$ cat src/rtl/pipe_ctrl_pkg.sv
// rtl/pipe_ctrl_pkg.sv - shared stage indices and defaults for the pipeline controller
package pipe_ctrl_pkg;

   localparam int STG_IF = 0;
   localparam int STG_ID = 1;
   localparam int STG_EX = 2;
   localparam int STG_WB = 3;

   localparam logic [3:0] DEF_FLUSH_MASK = 4'b0011;

   typedef logic [31:0] cycle_cnt_t;

endpackage

$ cat src/rtl/pipe_ctrl_txn_tracker.sv
// rtl/pipe_ctrl_txn_tracker.sv - outstanding/discard counters for one request-response bus
module pipe_ctrl_txn_tracker #(
   parameter int MAX_OUT     = 2,
   parameter int CNT_W       = 2,
   parameter int HAS_DISCARD = 1
) (
   input  logic             clk,
   input  logic             resetn,
   input  logic             req,
   input  logic             addr_ok,
   input  logic             data_ok,
   input  logic             flush,
   output logic [CNT_W-1:0] pend,
   output logic             allow,
   output logic             drop,
   output logic             err
);

   localparam logic [CNT_W-1:0] MAX_C = CNT_W'(MAX_OUT);
   localparam logic [CNT_W-1:0] ONE_C = CNT_W'(1);

   logic [CNT_W-1:0] cnt;
   logic [CNT_W-1:0] cnt_next;
   logic [CNT_W-1:0] disc;
   logic [CNT_W-1:0] disc_next;
   logic             accept;
   logic             err_q;

   assign accept = req && addr_ok;
   assign drop   = data_ok && (disc != '0);
   assign pend   = cnt - disc;
   assign allow  = cnt < MAX_C;
   assign err    = err_q;

   // Saturate at both ends so a misbehaving slave cannot wrap the count.
   always_comb begin
      cnt_next = cnt;
      if (accept && !data_ok) begin
         if (cnt != MAX_C) cnt_next = cnt + ONE_C;
      end else if (!accept && data_ok) begin
         if (cnt != '0) cnt_next = cnt - ONE_C;
      end
   end

   // A flush reloads with the post-cycle count, so responses still in flight are all orphaned.
   always_comb begin
      disc_next = disc;
      if (flush) begin
         disc_next = cnt_next;
      end else if (drop) begin
         disc_next = disc - ONE_C;
      end
      if (HAS_DISCARD == 0) disc_next = '0;
   end

   always_ff @(posedge clk or negedge resetn) begin
      if (!resetn) begin
         cnt   <= '0;
         disc  <= '0;
         err_q <= 1'b0;
      end else begin
         cnt   <= cnt_next;
         disc  <= disc_next;
         err_q <= err_q || (data_ok && (cnt == '0));
      end
   end

endmodule

$ cat src/rtl/pipe_ctrl.sv
// rtl/pipe_ctrl.sv - pipeline stall/flush controller with bus transaction tracking
module pipe_ctrl
   import pipe_ctrl_pkg::*;
#(
   parameter int                NSTAGE     = 4,
   parameter int                DATA_STAGE = STG_EX,
   parameter int                MAX_OUT    = 2,
   parameter logic [NSTAGE-1:0] FLUSH_MASK = NSTAGE'(DEF_FLUSH_MASK)
) (
   input  logic              clk,
   input  logic              resetn,
   input  logic              inst_req,
   input  logic              inst_addr_ok,
   input  logic              inst_data_ok,
   input  logic              data_req,
   input  logic              data_addr_ok,
   input  logic              data_data_ok,
   input  logic [NSTAGE-1:0] stall_req,
   input  logic              flush_req,
   output logic [NSTAGE-1:0] stage_stall,
   output logic [NSTAGE-1:0] stage_refresh,
   output logic              inst_stall,
   output logic              inst_drop,
   output logic              inst_req_allow,
   output logic              data_req_allow,
   output logic              proto_err,
   output logic [31:0]       stall_cycles
);

   localparam int CNT_W = $clog2(MAX_OUT + 1);

   logic [CNT_W-1:0]  i_pend;
   logic [CNT_W-1:0]  d_pend;
   logic              i_allow;
   logic              d_allow;
   logic              i_drop;
   logic              d_drop;
   logic              i_err;
   logic              d_err;
   logic              inst_wait;
   logic [NSTAGE-1:0] src;
   logic [NSTAGE-1:0] stall_int;
   logic [NSTAGE-1:0] refresh_int;
   cycle_cnt_t        stall_cnt;

   pipe_ctrl_txn_tracker #(
      .MAX_OUT     (MAX_OUT),
      .CNT_W       (CNT_W),
      .HAS_DISCARD (1)
   ) u_inst_trk (
      .clk     (clk),
      .resetn  (resetn),
      .req     (inst_req),
      .addr_ok (inst_addr_ok),
      .data_ok (inst_data_ok),
      .flush   (flush_req),
      .pend    (i_pend),
      .allow   (i_allow),
      .drop    (i_drop),
      .err     (i_err)
   );

   pipe_ctrl_txn_tracker #(
      .MAX_OUT     (MAX_OUT),
      .CNT_W       (CNT_W),
      .HAS_DISCARD (0)
   ) u_data_trk (
      .clk     (clk),
      .resetn  (resetn),
      .req     (data_req),
      .addr_ok (data_addr_ok),
      .data_ok (data_data_ok),
      .flush   (flush_req),
      .pend    (d_pend),
      .allow   (d_allow),
      .drop    (d_drop),
      .err     (d_err)
   );

   // Fetch waits only on live (non-discarded) transactions; a dropped response does not satisfy it.
   assign inst_wait = (inst_req && !inst_addr_ok) ||
                      ((i_pend != '0) && !(inst_data_ok && !i_drop));

   always_comb begin
      src               = stall_req;
      src[0]            = src[0] | inst_wait;
      src[DATA_STAGE]   = src[DATA_STAGE] | (data_req && !data_addr_ok);
      src[DATA_STAGE+1] = src[DATA_STAGE+1] | ((d_pend != '0) && !(data_data_ok && !d_drop));
   end

   genvar i;
   generate
      for (i = 0; i < NSTAGE; i++) begin : g_stage
         assign stall_int[i] = (|src[NSTAGE-1:i]) && !(flush_req && FLUSH_MASK[i]);
         if (i == 0) begin : g_first
            assign refresh_int[i] = flush_req && FLUSH_MASK[i];
         end else begin : g_rest
            // Bubble goes in where a held register stops feeding a moving one.
            assign refresh_int[i] = (flush_req && FLUSH_MASK[i]) ||
                                    (stall_int[i-1] && !stall_int[i]);
         end
      end
   endgenerate

   assign stage_stall    = resetn ? stall_int : '0;
   assign stage_refresh  = resetn ? refresh_int : '1;
   assign inst_stall     = resetn && inst_wait;
   assign inst_drop      = resetn && i_drop;
   assign inst_req_allow = resetn && i_allow;
   assign data_req_allow = resetn && d_allow;
   assign proto_err      = i_err || d_err;
   assign stall_cycles   = stall_cnt;

   always_ff @(posedge clk or negedge resetn) begin
      if (!resetn) begin
         stall_cnt <= '0;
      end else if (stall_int[0]) begin
         stall_cnt <= stall_cnt + 32'd1;
      end
   end

endmodule

$ cat config.mk
export PLATFORM = sky130hd
export DESIGN_NAME = pipe_ctrl
export DESIGN_NICKNAME = d
export VERILOG_FILES = /design/src/rtl/pipe_ctrl_pkg.sv /design/src/rtl/pipe_ctrl_txn_tracker.sv /design/src/rtl/pipe_ctrl.sv
export SDC_FILE = /design/constraint.sdc
export NUM_CORES = 1
export LEC_CHECK = 0
export CORE_UTILIZATION = 40
export DETAILED_ROUTE_END_ITERATION = 10
export GPL_TIMING_DRIVEN = 0
export PLACE_DENSITY = 0.68
export SLEW_MARGIN = 20
export SYNTH_ARGS = -nofsm -noshare
export SYNTH_HDL_FRONTEND = slang
export SYNTH_SLANG_ARGS = --single-unit
$ cat constraint.sdc
create_clock -name clk -period 4.7 [get_ports clk]
set_clock_uncertainty 0.15 [all_clocks]
set_input_delay 0.94 -clock clk [delete_from_list [all_inputs] [get_ports clk]]
set_output_delay 0.94 -clock clk [all_outputs]
set_load 0.02 [all_outputs]
==> impl_metrics.env, run 1 <==
export IMPL_synth_common_cells="dfrtp_1 (40), xnor2_1 (21), nor2_1 (18)"
export IMPL_hp_class="reg2reg"
export IMPL_ctsRootBufferMaster="clkbuf_8"
export IMPL_p_leak_nw=1.29
export IMPL_synth_cell_type_count=42
export IMPL_synth_edf_count=0
export IMPL_groute_layer_met2_usage=0.296
export IMPL_hold_viol=0
export IMPL_dieArea_um2=5790
export IMPL_r2r_cells=6
export IMPL_use_met1=0.244
export IMPL_switchingPower_mw=0.329
export IMPL_fin_ws_ps=681
export IMPL_drt_wl_total_mm=4.82
export IMPL_cts_buffer_depth=2
export IMPL_critPathKind="in2out"
export IMPL_dp_cells=339
export IMPL_cts_htree_levels=2
export IMPL_grt_max_degree=29
export IMPL_dp_hpwl_mm=3.52
export IMPL_yosys_top_cells_area="dfrtp_1 (46%), xnor2_1 (8.4%), xor2_1 (5.2%), nand4_1 (4.0%), ha_1 (3.4%)"
export IMPL_yosysSeqAreaShare=0.456
export IMPL_fmax_mhz=249
export IMPL_synthMostInstantiatedCell="dfrtp_1"
export IMPL_p_sw_frac=0.319
export IMPL_rrSetupSlack_ps=2620
export IMPL_drt_pass1_iter_count=4
export IMPL_path_clk_slew_ps=80
export IMPL_synthArstFlopShare=1.00
export IMPL_multi_input_area_um2=1130
export IMPL_ioPinCount=58
export IMPL_grt_pass1_wl_mm=8.44
export IMPL_antenna_found_initial=0
export IMPL_busiest_layer="met2"
export IMPL_seq_area_um2=1000
export IMPL_rows=26
export IMPL_grt_overflow=0
export IMPL_relSlewSlack=0.622
export IMPL_synth_top_area_cell="dfrtp_1"
export IMPL_fin_util=0.573
export IMPL_core_um2=5200
export IMPL_seqPwrFrac=0.418
export IMPL_irDropWorstVdd_uv=318
export IMPL_critPathMaxFanout=5
export IMPL_synthCells=212
export IMPL_preCtsSetupSlack_ps=690
export IMPL_yosysWarnings=0
export IMPL_cap_violations=0
export IMPL_synth_area_um2=2190
export IMPL_hold_depth=1
export IMPL_drtIter0Drc=97
export IMPL_synth_seq_cells=40
export IMPL_antenna_left=0
export IMPL_yosys_most_used_dff="dfrtp_1"
export IMPL_comb_power_share=0.282
export IMPL_p_int_mw=0.704
export IMPL_final_max_slew_violation_count=0
export IMPL_port_buffers=56
export IMPL_postSynthAreaPerCell_um2=10.4
export IMPL_cts_buffers=5
export IMPL_crit_path_start_kind="input pin"
export IMPL_ctsHoldBuffers=0
export IMPL_n_antenna_cell=0
export IMPL_globalplace_congestion=0.781
export IMPL_vias_per_cell=5.08
export IMPL_die_h_um=76.1
export IMPL_syn_nets=231
export IMPL_layout_cells_non_filler=347
export IMPL_start_util=0.422
export IMPL_fillers=480
export IMPL_powerDensity_nw_per_um2=346
export IMPL_drive_gt1_frac=0.0794
export IMPL_grt_pass1_vias=1771
export IMPL_die_w_um=76.1
export IMPL_avgRoutedWirePerCell_um=13.9
export IMPL_clock_sinks=40
export IMPL_finalCriticalPeriod_ps=4020
export IMPL_drc=0
export IMPL_timing_final_crit_share=0.855
export IMPL_post_cts_resized=0
export IMPL_p_total_mw=1.03
export IMPL_post_cts_buffers=0
export IMPL_setup_viol=0
export IMPL_crit_required_ps=3610
export IMPL_cts_tree="built"
export IMPL_status="finished, final reports clean"
export IMPL_cp_arrival_ps=2930
export IMPL_area_delta_synth_final_pct=36.0
export IMPL_clk_latency_ps=290
export IMPL_rsz0062_at_grt="false"
export IMPL_nets=295
export IMPL_clockPowerShare=0.299
export IMPL_track_usage=0.182
export IMPL_critPathCaptureType="output port"
export IMPL_use_met3=0.0311
export IMPL_netlist_area_leader_share=0.456
export IMPL_num_vias=1762
export IMPL_worst_pin_slew_ps=564
## cell families (layout without fill, tap and decap cells)
family | count (synthesis) | in the layout | synth area share
and+or+nand+nor | 91 | 91 | 0.245
AOI/OAI and AO/OA | 25 | 25 | 0.0855
muxes | 3 | 3 | 0.0143
xor gates and xnor gates | 34 | 34 | 0.136
adders and majority gates | 6 | 6 | 0.0342
buffers and inverters | 13 | 78 | 0.0296
DFF | 40 | 40 | 0.456
## worst max-delay path, stage by stage
cell	delay, ps
clkdlybuf4s50_1	540
and2b_1	220
and4bb_4	400
nand3_1	90
a21o_1	210
clkdlybuf4s50_1	540
## power by group through the flow
stage | clock [mW] | sequential, mW | combinational (mW)
after floorplan | 0 | 0.463 | 0.135
after global placement | 0 | 0.438 | 0.287
after detailed placement | 0 | 0.438 | 0.293
after CTS | 0.317 | 0.432 | 0.295
after global routing | 0.328 | 0.444 | 0.322
final | 0.309 | 0.432 | 0.291
## per-stage QoR
stage	hold WS (ps)	area, um^2	setup TNS (ps)
after global placement	283	2840	-4830
after CTS	305	2980	0
final	305	2980	0
after global routing	319	2980	0
after detailed placement	289	2860	0
after floorplan	270	2190	0
## cells in the final DEF (no fill, tap or decap), types with 2 or more instances in the layout
| master | count |
|---|---|
| and2_1 | 2 |
| clkdlybuf4s50_1 | 55 |
| ha_1 | 6 |
| and3_1 | 8 |
| inv_1 | 8 |
| mux2i_1 | 2 |
| xnor2_1 | 21 |
| nor3_2 | 2 |
| nor2_1 | 18 |
| nor2b_1 | 5 |
| nand4_1 | 14 |
| nor3_1 | 2 |
| a211oi_1 | 2 |
| and4_1 | 7 |
| o21ai_0 | 4 |
| clkbuf_8 | 7 |
| a21o_1 | 2 |
| nand2b_1 | 6 |
| buf_2 | 2 |
| buf_4 | 2 |
| nand3_1 | 11 |
| xor2_1 | 13 |
| nand2_1 | 10 |
| a31oi_1 | 2 |
| dfrtp_1 | 40 |
| a21oi_1 | 6 |
## worst paths after layout
kind,start,endpoint
worst min register to register,u_inst_trk.err$_DFF_PN0_,u_inst_trk.err$_DFF_PN0_
worst max-delay path,data_addr_ok,stage_refresh[1]
min in group asynchronous,resetn,stall_cycles[26]$_DFFE_PN0N_
worst min-delay path,u_inst_trk.err$_DFF_PN0_,u_inst_trk.err$_DFF_PN0_
worst max register to register,u_inst_trk.cnt[0]$_DFF_PN0_,stall_cycles[21]$_DFFE_PN0N_
max in group asynchronous,resetn,u_inst_trk.cnt[1]$_DFF_PN0_
## routing by layer
metal | wire, um | up-vias | share of wire
met4 | 55 | 0 | 0.011
met2 | 2250 | 36 | 0.47
met3 | 165 | 5 | 0.034
met5 | 0 | - | 0
met1 | 2350 | 846 | 0.49
li1 | - | 875 | -
## state kept, by name, summed over array words and instances, names as in the netlist
name	flops
stall_cycles	32
u_data_trk.cnt	2
u_inst_trk.cnt	2
u_inst_trk.disc	2
u_data_trk.err	1
u_inst_trk.err	1
## cell type report
| type | instances | share of cell area |
|---|---|---|
| clock inverter | 1 | 0.0101 |
| timing repair buffer | 57 | 0.193 |
| tap | 70 | 0.0294 |
| sequential | 40 | 0.335 |
| inverter | 8 | 0.0101 |
| buffer | 5 | 0.0117 |
| clock buffer | 7 | 0.0323 |
| multi-input combinational | 159 | 0.378 |
Note: power is estimated with default switching activity, not from simulation.
==> inputs of run 2 (changes only) <==
==> constraint.sdc (replaced) <==
create_clock -name clk -period 4.4 [get_ports clk]
set_clock_uncertainty 0.15 [all_clocks]
set_input_delay 0.88 -clock clk [delete_from_list [all_inputs] [get_ports clk]]
set_output_delay 0.88 -clock clk [all_outputs]
set_load 0.05 [all_outputs]
==> results of run 2 <==
The final DEF is identical to that of run 1. Status: finished, final reports clean.
Among the figures that moved: setup slack after placement 690 ps -> 348 ps; setup slack after layout 681 ps -> 338 ps; register-to-register setup slack 2620 ps -> 2320 ps; total power 1.03 mW -> 1.19 mW; worst IR drop on VDD 318 uV -> 415 uV
